===== config.mk =====
export PLATFORM = sky130hd
export DESIGN_NAME = float_result_queue_flat
export DESIGN_NICKNAME = d
export VERILOG_FILES = /design/src/rtl/float_result_queue_if.sv /design/src/rtl/float_result_queue.sv /design/src/flat_wrapper.sv
export SDC_FILE = /design/constraint.sdc
export NUM_CORES = 1
export LEC_CHECK = 0
export BUFFER_PORTS_ARGS = -buffer_cell sky130_fd_sc_hd__buf_2
export CAP_MARGIN = 30
export CORE_MARGIN = 2
export CORE_UTILIZATION = 40
export DETAILED_ROUTE_END_ITERATION = 8
export GPL_ROUTABILITY_DRIVEN = 0
export PLACE_DENSITY = 0.68
export RECOVER_POWER = 50
export SYNTH_ARGS = -nofsm -noshare
export SYNTH_HDL_FRONTEND = slang
export SYNTH_SLANG_ARGS = --single-unit
export TNS_END_PERCENT = 30

===== constraint.sdc =====
create_clock -name clk -period 4.38 [get_ports clk]
set_input_delay 0.438 -clock clk [delete_from_list [all_inputs] [get_ports clk]]
set_output_delay 0.438 -clock clk [all_outputs]
set_load 0.005 [all_outputs]

===== src/rtl/float_result_queue_if.sv =====
// rtl/float_result_queue_if.sv - valid/ready result stream carrying a float result and its IEEE flags
interface float_result_queue_if;
  logic        valid;
  logic        ready;
  logic [31:0] result;
  logic [4:0]  flags;

  modport master (output valid, output result, output flags, input ready);
  modport slave  (input valid, input result, input flags, output ready);
endinterface


===== src/rtl/float_result_queue.sv =====
// rtl/float_result_queue.sv - show-ahead FIFO for float_alu results with sticky flags and result count
module float_result_queue #(
  parameter int DEPTH  = 4,
  parameter int ADDR_W = 2,
  parameter int CNT_W  = 16
) (
  input  logic                 clk,
  input  logic                 rst_n,
  float_result_queue_if.slave  in_s,
  float_result_queue_if.master out_m,
  input  logic                 sticky_clr,
  output logic [4:0]           sticky_flags,
  output logic [ADDR_W:0]      level,
  output logic [CNT_W-1:0]     result_cnt
);

  localparam logic [ADDR_W:0] LVL_FULL = DEPTH[ADDR_W:0];

  logic [36:0]       mem [DEPTH];
  logic [ADDR_W-1:0] wr_ptr;
  logic [ADDR_W-1:0] rd_ptr;
  logic              push;
  logic              pop;

  // Occupancy alone decides full/empty; ready never looks at out_ready.
  assign in_s.ready  = (level != LVL_FULL);
  assign out_m.valid = (level != '0);
  assign push        = in_s.valid & in_s.ready;
  assign pop         = out_m.valid & out_m.ready;

  // Storage is cleared on reset so the head reads zero until the first push.
  assign {out_m.result, out_m.flags} = mem[rd_ptr];

  always_ff @(posedge clk) begin
    if (!rst_n) begin
      for (int i = 0; i < DEPTH; i++) mem[i] <= '0;
      wr_ptr       <= '0;
      rd_ptr       <= '0;
      level        <= '0;
      sticky_flags <= '0;
      result_cnt   <= '0;
    end else begin
      if (push) begin
        mem[wr_ptr] <= {in_s.result, in_s.flags};
        wr_ptr      <= wr_ptr + 1'b1;
        result_cnt  <= result_cnt + 1'b1;
      end
      if (pop) rd_ptr <= rd_ptr + 1'b1;
      case ({push, pop})
        2'b10:   level <= level + 1'b1;
        2'b01:   level <= level - 1'b1;
        default: level <= level;
      endcase
      // A clear in the same cycle as a push keeps exactly the pushed flags.
      sticky_flags <= (sticky_clr ? 5'b0 : sticky_flags) | (push ? in_s.flags : 5'b0);
    end
  end

endmodule


===== src/flat_wrapper.sv =====
// flat-port wrapper written by rule: the top's interface ports become plain ports
module float_result_queue_flat 
#(
  parameter int DEPTH  = 4,
  parameter int ADDR_W = 2,
  parameter int CNT_W  = 16
)
  (clk, rst_n, sticky_clr, sticky_flags, level, result_cnt, in_s_valid, in_s_result, in_s_flags, in_s_ready, out_m_valid, out_m_result, out_m_flags, out_m_ready);
  float_result_queue_if in_s_i ();
  float_result_queue_if out_m_i ();
  input  logic clk;
  input  logic rst_n;
  input  logic sticky_clr;
  output logic [4:0] sticky_flags;
  output logic [ADDR_W:0] level;
  output logic [CNT_W-1:0] result_cnt;
  input wire logic [$bits(in_s_i.valid)-1:0] in_s_valid;
  input wire logic [$bits(in_s_i.result)-1:0] in_s_result;
  input wire logic [$bits(in_s_i.flags)-1:0] in_s_flags;
  output wire logic [$bits(in_s_i.ready)-1:0] in_s_ready;
  output wire logic [$bits(out_m_i.valid)-1:0] out_m_valid;
  output wire logic [$bits(out_m_i.result)-1:0] out_m_result;
  output wire logic [$bits(out_m_i.flags)-1:0] out_m_flags;
  input wire logic [$bits(out_m_i.ready)-1:0] out_m_ready;
  assign in_s_i.valid = in_s_valid;
  assign in_s_i.result = in_s_result;
  assign in_s_i.flags = in_s_flags;
  assign in_s_ready = in_s_i.ready;
  assign out_m_valid = out_m_i.valid;
  assign out_m_result = out_m_i.result;
  assign out_m_flags = out_m_i.flags;
  assign out_m_i.ready = out_m_ready;
  float_result_queue #(.DEPTH(DEPTH), .ADDR_W(ADDR_W), .CNT_W(CNT_W)) u_core (.clk(clk), .rst_n(rst_n), .in_s(in_s_i), .out_m(out_m_i), .sticky_clr(sticky_clr), .sticky_flags(sticky_flags), .level(level), .result_cnt(result_cnt));
endmodule

Word level (Yosys, flattened, before mapping)
Memories as Yosys holds them, arrays and structs flattened. A register that Yosys moved wholly into a read port is not among the register bits.
Index checks and enable logic that the tools add are counted.

operators by class
  equality and inequality tests = 3
  add/sub/neg operators = 5
  reduce and logical (&&, ||, !) cells = 3
  multiplexer cells = 12
  bitwise operators = 3

operator list
  cell                                              count
  2-to-1 mux 37 bit                                 1
  OR reduction 37 bit                               1
  adder 16 x 1 -> 16 bit, second input constant     1
  2-to-1 mux 5 bit                                  2
  2-to-1 mux 2 bit                                  3
  case mux 3 bit (2 select lines)                   1
  2-to-1 mux 1 bit                                  5
  bitwise OR 5 bit                                  1
  adder 2 x 1 -> 2 bit, second input constant       2
  adder 3 x 1 -> 3 bit, second input constant       1
  != test 3 bit, second input constant              1
  nonzero test 3 bit                                1
  subtractor 3 x 1 -> 3 bit, second input constant  1
  AND 1 bit                                         2
  == test 2 x 1 -> 1 bit, second input constant     1
  == test 2 bit, second input constant              1
  nonzero test 2 bit                                1

storage, ports and cells
  memories kept = 1
  input bits = 42
  output and inout bits = 63
  memory bits (writable) = 148
  register bits = 28

memory list
  name        depth  bits a word  rd ports  clocked after Yosys merged registers in  wr ports  RTL line                  source
  u_core.mem  4      37           1         1                                        4         float_result_queue.sv:19  logic [36:0] mem [DEPTH];

Logic depth before layout (Yosys ltp)
  depth after elaboration = 7
  gate-level depth with buffers = 8
  depth with buffers taken out = 8

Worst setup path after synthesis
No wires, ideal clock.

  path type = flip-flop to flip-flop
  start = reg u_core.level[2]
  end = mem u_core.mem[3][0], enable pin
  arrival = 3486 ps
  setup time = 483 ps
  cell stages (with the launch flop) = 5
  path slack = 411 ps
  period minus slack after synthesis = 3969 ps
  buffers on the path = 1
  path through = dfxtp_1 or3b_4 buf_4 nand3_1 o21ai_0

RTL lines
  what                      RTL line                  source
  start: declaration        float_result_queue.sv:13  output logic [ADDR_W:0] level,
  start signal: assignment  float_result_queue.sv:50  2'b10: level <= level + 1'b1;
  start signal: assignment  float_result_queue.sv:51  2'b01: level <= level - 1'b1;
  start signal: assignment  float_result_queue.sv:52  default: level <= level;
  end: declaration          float_result_queue.sv:19

==> summary.md <==
| Metric | Value |
|---|---|
| Hold/Removal Path Class | `in2reg` |
| Yosys warns | `0` |
| Synth cell types | `37` |
| Total track usage | `~17%` |
| Adder-Cell Fraction of Synth Area | `less than 1%` |
| Placed cell count | `between 800 and 900` |
| Final net count | `slightly below 700` |
| Critical path endpoint category | `flip-flop` |
| Post-Route M1 WL | `between 6000 and 7000 um` |
| Crit path launch type | `flip-flop` |
| Crit path time final | `slightly above 3000 ps` |
| Initial core utilization | `slightly above 40%` |
| Worst-margin pin slew | `1660 ps` |
| Critical path origin | `u_core.level[0]` |
| Die Wd | `between 100 and 150 um` |
| Largest family of logic cells by synthesized area | `simple AND/OR/NAND/NOR gates` |
| Overall routed net length | `about 16000 um` |
| Sequential fraction of the synthesis area | `about 68%` |
| RSZ-0062 raised after global routing | `false` |
| Residual DRC count | `0` |
| Worst Path Arrival | `~3200 ps` |
| Post-CTS Hold Fix Bufs | `0` |
| Port buffer count | `between 100 and 150` |
| Outcome | `finished with violations` |
| R2r worst-path depth | `6` |
| I/O pins | `between 100 and 150` |
| WS Path Type | `reg2reg` |
| Global route overflow | `0` |
| Clk_lat worst skew | `between 400 and 500 ps` |
| PostCTS Resize Cnt | `0` |
| Largest net degree at the start of global routing | `39` |
| Fmax | `between 300 and 400 MHz` |
| Maximum clock insertion buffer count | `2` |
| Initial antenna violation count | `2` |
| Compound-Gate Fraction of Synth Area | `under 10%` |
| Via count | `roughly 4500` |
| Final setup TNS | `0 ps` |
| CP Capture Point | `u_core.mem[0][21]` |
| Leakage power | `~3.5 nW` |
| Root buf cell | `clkbuf_16` |
| Syn Std Cell Area | `0.00746 mm^2` |
| Synthesis-to-layout area growth | `18.0%` |
| Met2 wire length | `between 7000 and 8000 um` |
| CTS tree | `built` |
| Clock Pin Slew Worst Setup and Hold Paths | `approximately 60 ps` |
| Gate Count Post-Synth | `541` |
| Maximum resistive drop on vdd | `approximately 0.3 mV` |
| Final WS setup | `1270 ps` |
| Die span in y | `between 100 and 150 um` |
| Syn Nets | `586` |
| Drt first pass iters | `5` |
| First-pass GRT wire length | `around 25000 um` |
| Place WS | `between 1000 and 1500 ps` |
| Die area | `approximately 0.02 mm^2` |
| Inserted Clock Buffers | `17` |
| Sink Count | `between 150 and 200` |
| Post-CTS setup buffer count | `0` |
| Min-delay src | `in_s_flags[0]` |
| WHS | `roughly 280 ps` |
| Pwr/cell area | `514 mW/mm^2` |
| Antenna-violating nets left | `0` |
| CP required | `around 4500 ps` |
| Row cnt | `49` |
| # Max-Cap Violations | `1` |
| Met3 wire len | `around 1100 um` |
| Mux cell area share after synthesis | `a little under an eighth` |
| Vias per cell | `between 5 and 6` |
| Crit path max fanout | `38` |
| Fin. Hold Viols | `0` |
| RR Endpoint | `u_core.mem[0][21]` |
| Vias in the first global route | `4799` |
| Synth top area cells | `edfxtp_1 60%, mux4_2 11%, dfxtp_1 8.1%` |
| Simple-gate portion of the synthesized area | `a little over an eighth` |
| Tcrit/Tclk final | `between 70% and 80%` |
| Relative slew margins | `-10.5%` |
| Final setup fails | `0` |
| Synth top area share | `about three fifths` |
| Wire length per cell | `roughly 18 um` |
| Top layer in use | `met5` |
| Hpwl dp | `~10000 um` |
| Cell taking the most area after synthesis | `edfxtp_1` |
| XOR/XNOR Fraction of Synth Area | `1.64%` |
| Proportion of layout cells with a drive suffix above 1 | `between 20% and 30%` |
| Reg-to-reg slack, setup | `around 1300 ps` |
| Failing checks | `capacitance limit, slew limit` |
| Core ar. | `about 0.018 mm^2` |
| FF+latch count, synth | `~180` |
| Initial DRC count | `roughly 270` |
| Layout Cells excl Fill | `about 880` |
| Max H-tree Level | `4` |
| R2r startpoint | `u_core.level[0]` |
| Fin. max-slew vios | `38` |
| Setup Skew | `approximately 8.8 ps` |
| Synthesized area per cell | `about 14 um^2` |
-- through the flow --
stage | power, mW | instance area [um^2] | utilization, %
6_report | 4.52 | 8800 | 48.5
4_1_cts | 4.58 | 8810 | 48.6
5_1_grt | 4.73 | 8800 | 48.5
2_1_floorplan | 2.77 | 7460 | -
3_3_place_gp | 3.12 | 8220 | 45.3
3_5_place_dp | 3.16 | 8270 | 45.5
-- layout by cell type, fill, tap and decap left out, types with 4 or more instances in the layout --
master       n
a21oi_1      9
and2_0      10
and2_1      27
buf_2       90
clkbuf_1    15
clkbuf_16   17
dfxtp_1     28
edfxtp_1   148
inv_1       43
mux4_2      37
nand2_1     54
nand3_1      7
nand4_1      4
nor2_1      91
o31ai_1      4
or4_1        4
xor2_1      11
-- area by class of cell --
class / instances / area (um^2)
inverters: 44 / 165
well taps: 229 / 287
diodes: 1 / 2.50
fillers: 1569 / 9350
repair buffers: 110 / 601
clock buffers: 18 / 429
flip-flops and latches: 178 / 5050
multi-input cells: 290 / 2150
clock inverters: 12 / 118
-- worst min-delay path by stage --
stage / end / slack (ps) / depth (start not counted)
2_1_floorplan: u_core.sticky_flags[0] / 440 / 2
3_3_place_gp: u_core.sticky_flags[0] / 430 / 2
3_5_place_dp: u_core.sticky_flags[0] / 430 / 2
4_1_cts: u_core.sticky_flags[0] / 270 / 3
5_1_grt: u_core.sticky_flags[0] / 300 / 3
6_report: u_core.sticky_flags[0] / 280 / 3
-- cell usage after synthesis --
master / n
a21oi_1: 9
and2_1: 37
and3_1: 2
and3_2: 1
and4_4: 1
buf_1: 1
buf_2: 9
buf_4: 1
clkbuf_1: 17
clkbuf_2: 1
dfxtp_1: 30
edfxtp_1: 148
fa_1: 1
ha_1: 2
inv_1: 43
inv_2: 1
mux2i_1: 1
mux4_2: 37
nand2_1: 54
nand2_2: 1
nand2b_1: 4
nand3_1: 7
nand3b_1: 1
nand4_1: 4
nor2_1: 91
nor3b_1: 1
nor4_1: 1
nor4_2: 1
o21ai_0: 6
o31a_1: 1
o31ai_1: 4
or3_1: 3
or3_2: 1
or3b_4: 1
or4_1: 4
xnor2_1: 3
xor2_1: 11
-- state kept, by name, indices dropped and copies added, names as in the netlist, named ones only --
signal and count:
u_core.wr_ptr 2, u_core.mem 148, u_core.rd_ptr 2, u_core.sticky_flags 5, u_core.result_cnt 16, u_core.level 3
-- cell families after synthesis --
| group | Yosys count |
|---|---|
| flops | 178 |
| mux | 38 |
| xor+xnor | 14 |
| fa+ha+maj | 3 |
| simple gates | 215 |
| compound gates | 20 |
| buf+inv | 73 |
-- worst max-delay path: stages (launching register included) --
cell and delay [ps]:
dfxtp_1 420, or3b_1 390, nand2_1 350, nor4_1 390
buf_4 430, nand2b_2 580, buf_16 230
-- power by group --
| group | switching, mW | internal (mW) | total, mW |
|---|---|---|---|
| Clock | 0.604 | 0.825 | 1.43 |
| Sequential | 0.141 | 2.04 | 2.18 |
| Combinational | 0.454 | 0.457 | 0.911 |
| Total | 1.20 | 3.32 | 4.52 |
-- metal layers --
| layer | GRT usage, % | vias up |
|---|---|---|
| li1 | - | 2104 |
| met1 | 20.6 | 2262 |
| met4 | 5.11 | 2 |
| met2 | 28.8 | 136 |
| met3 | 5.68 | 24 |
| met5 | 0 | - |
Power figures use the tool's default switching activity.
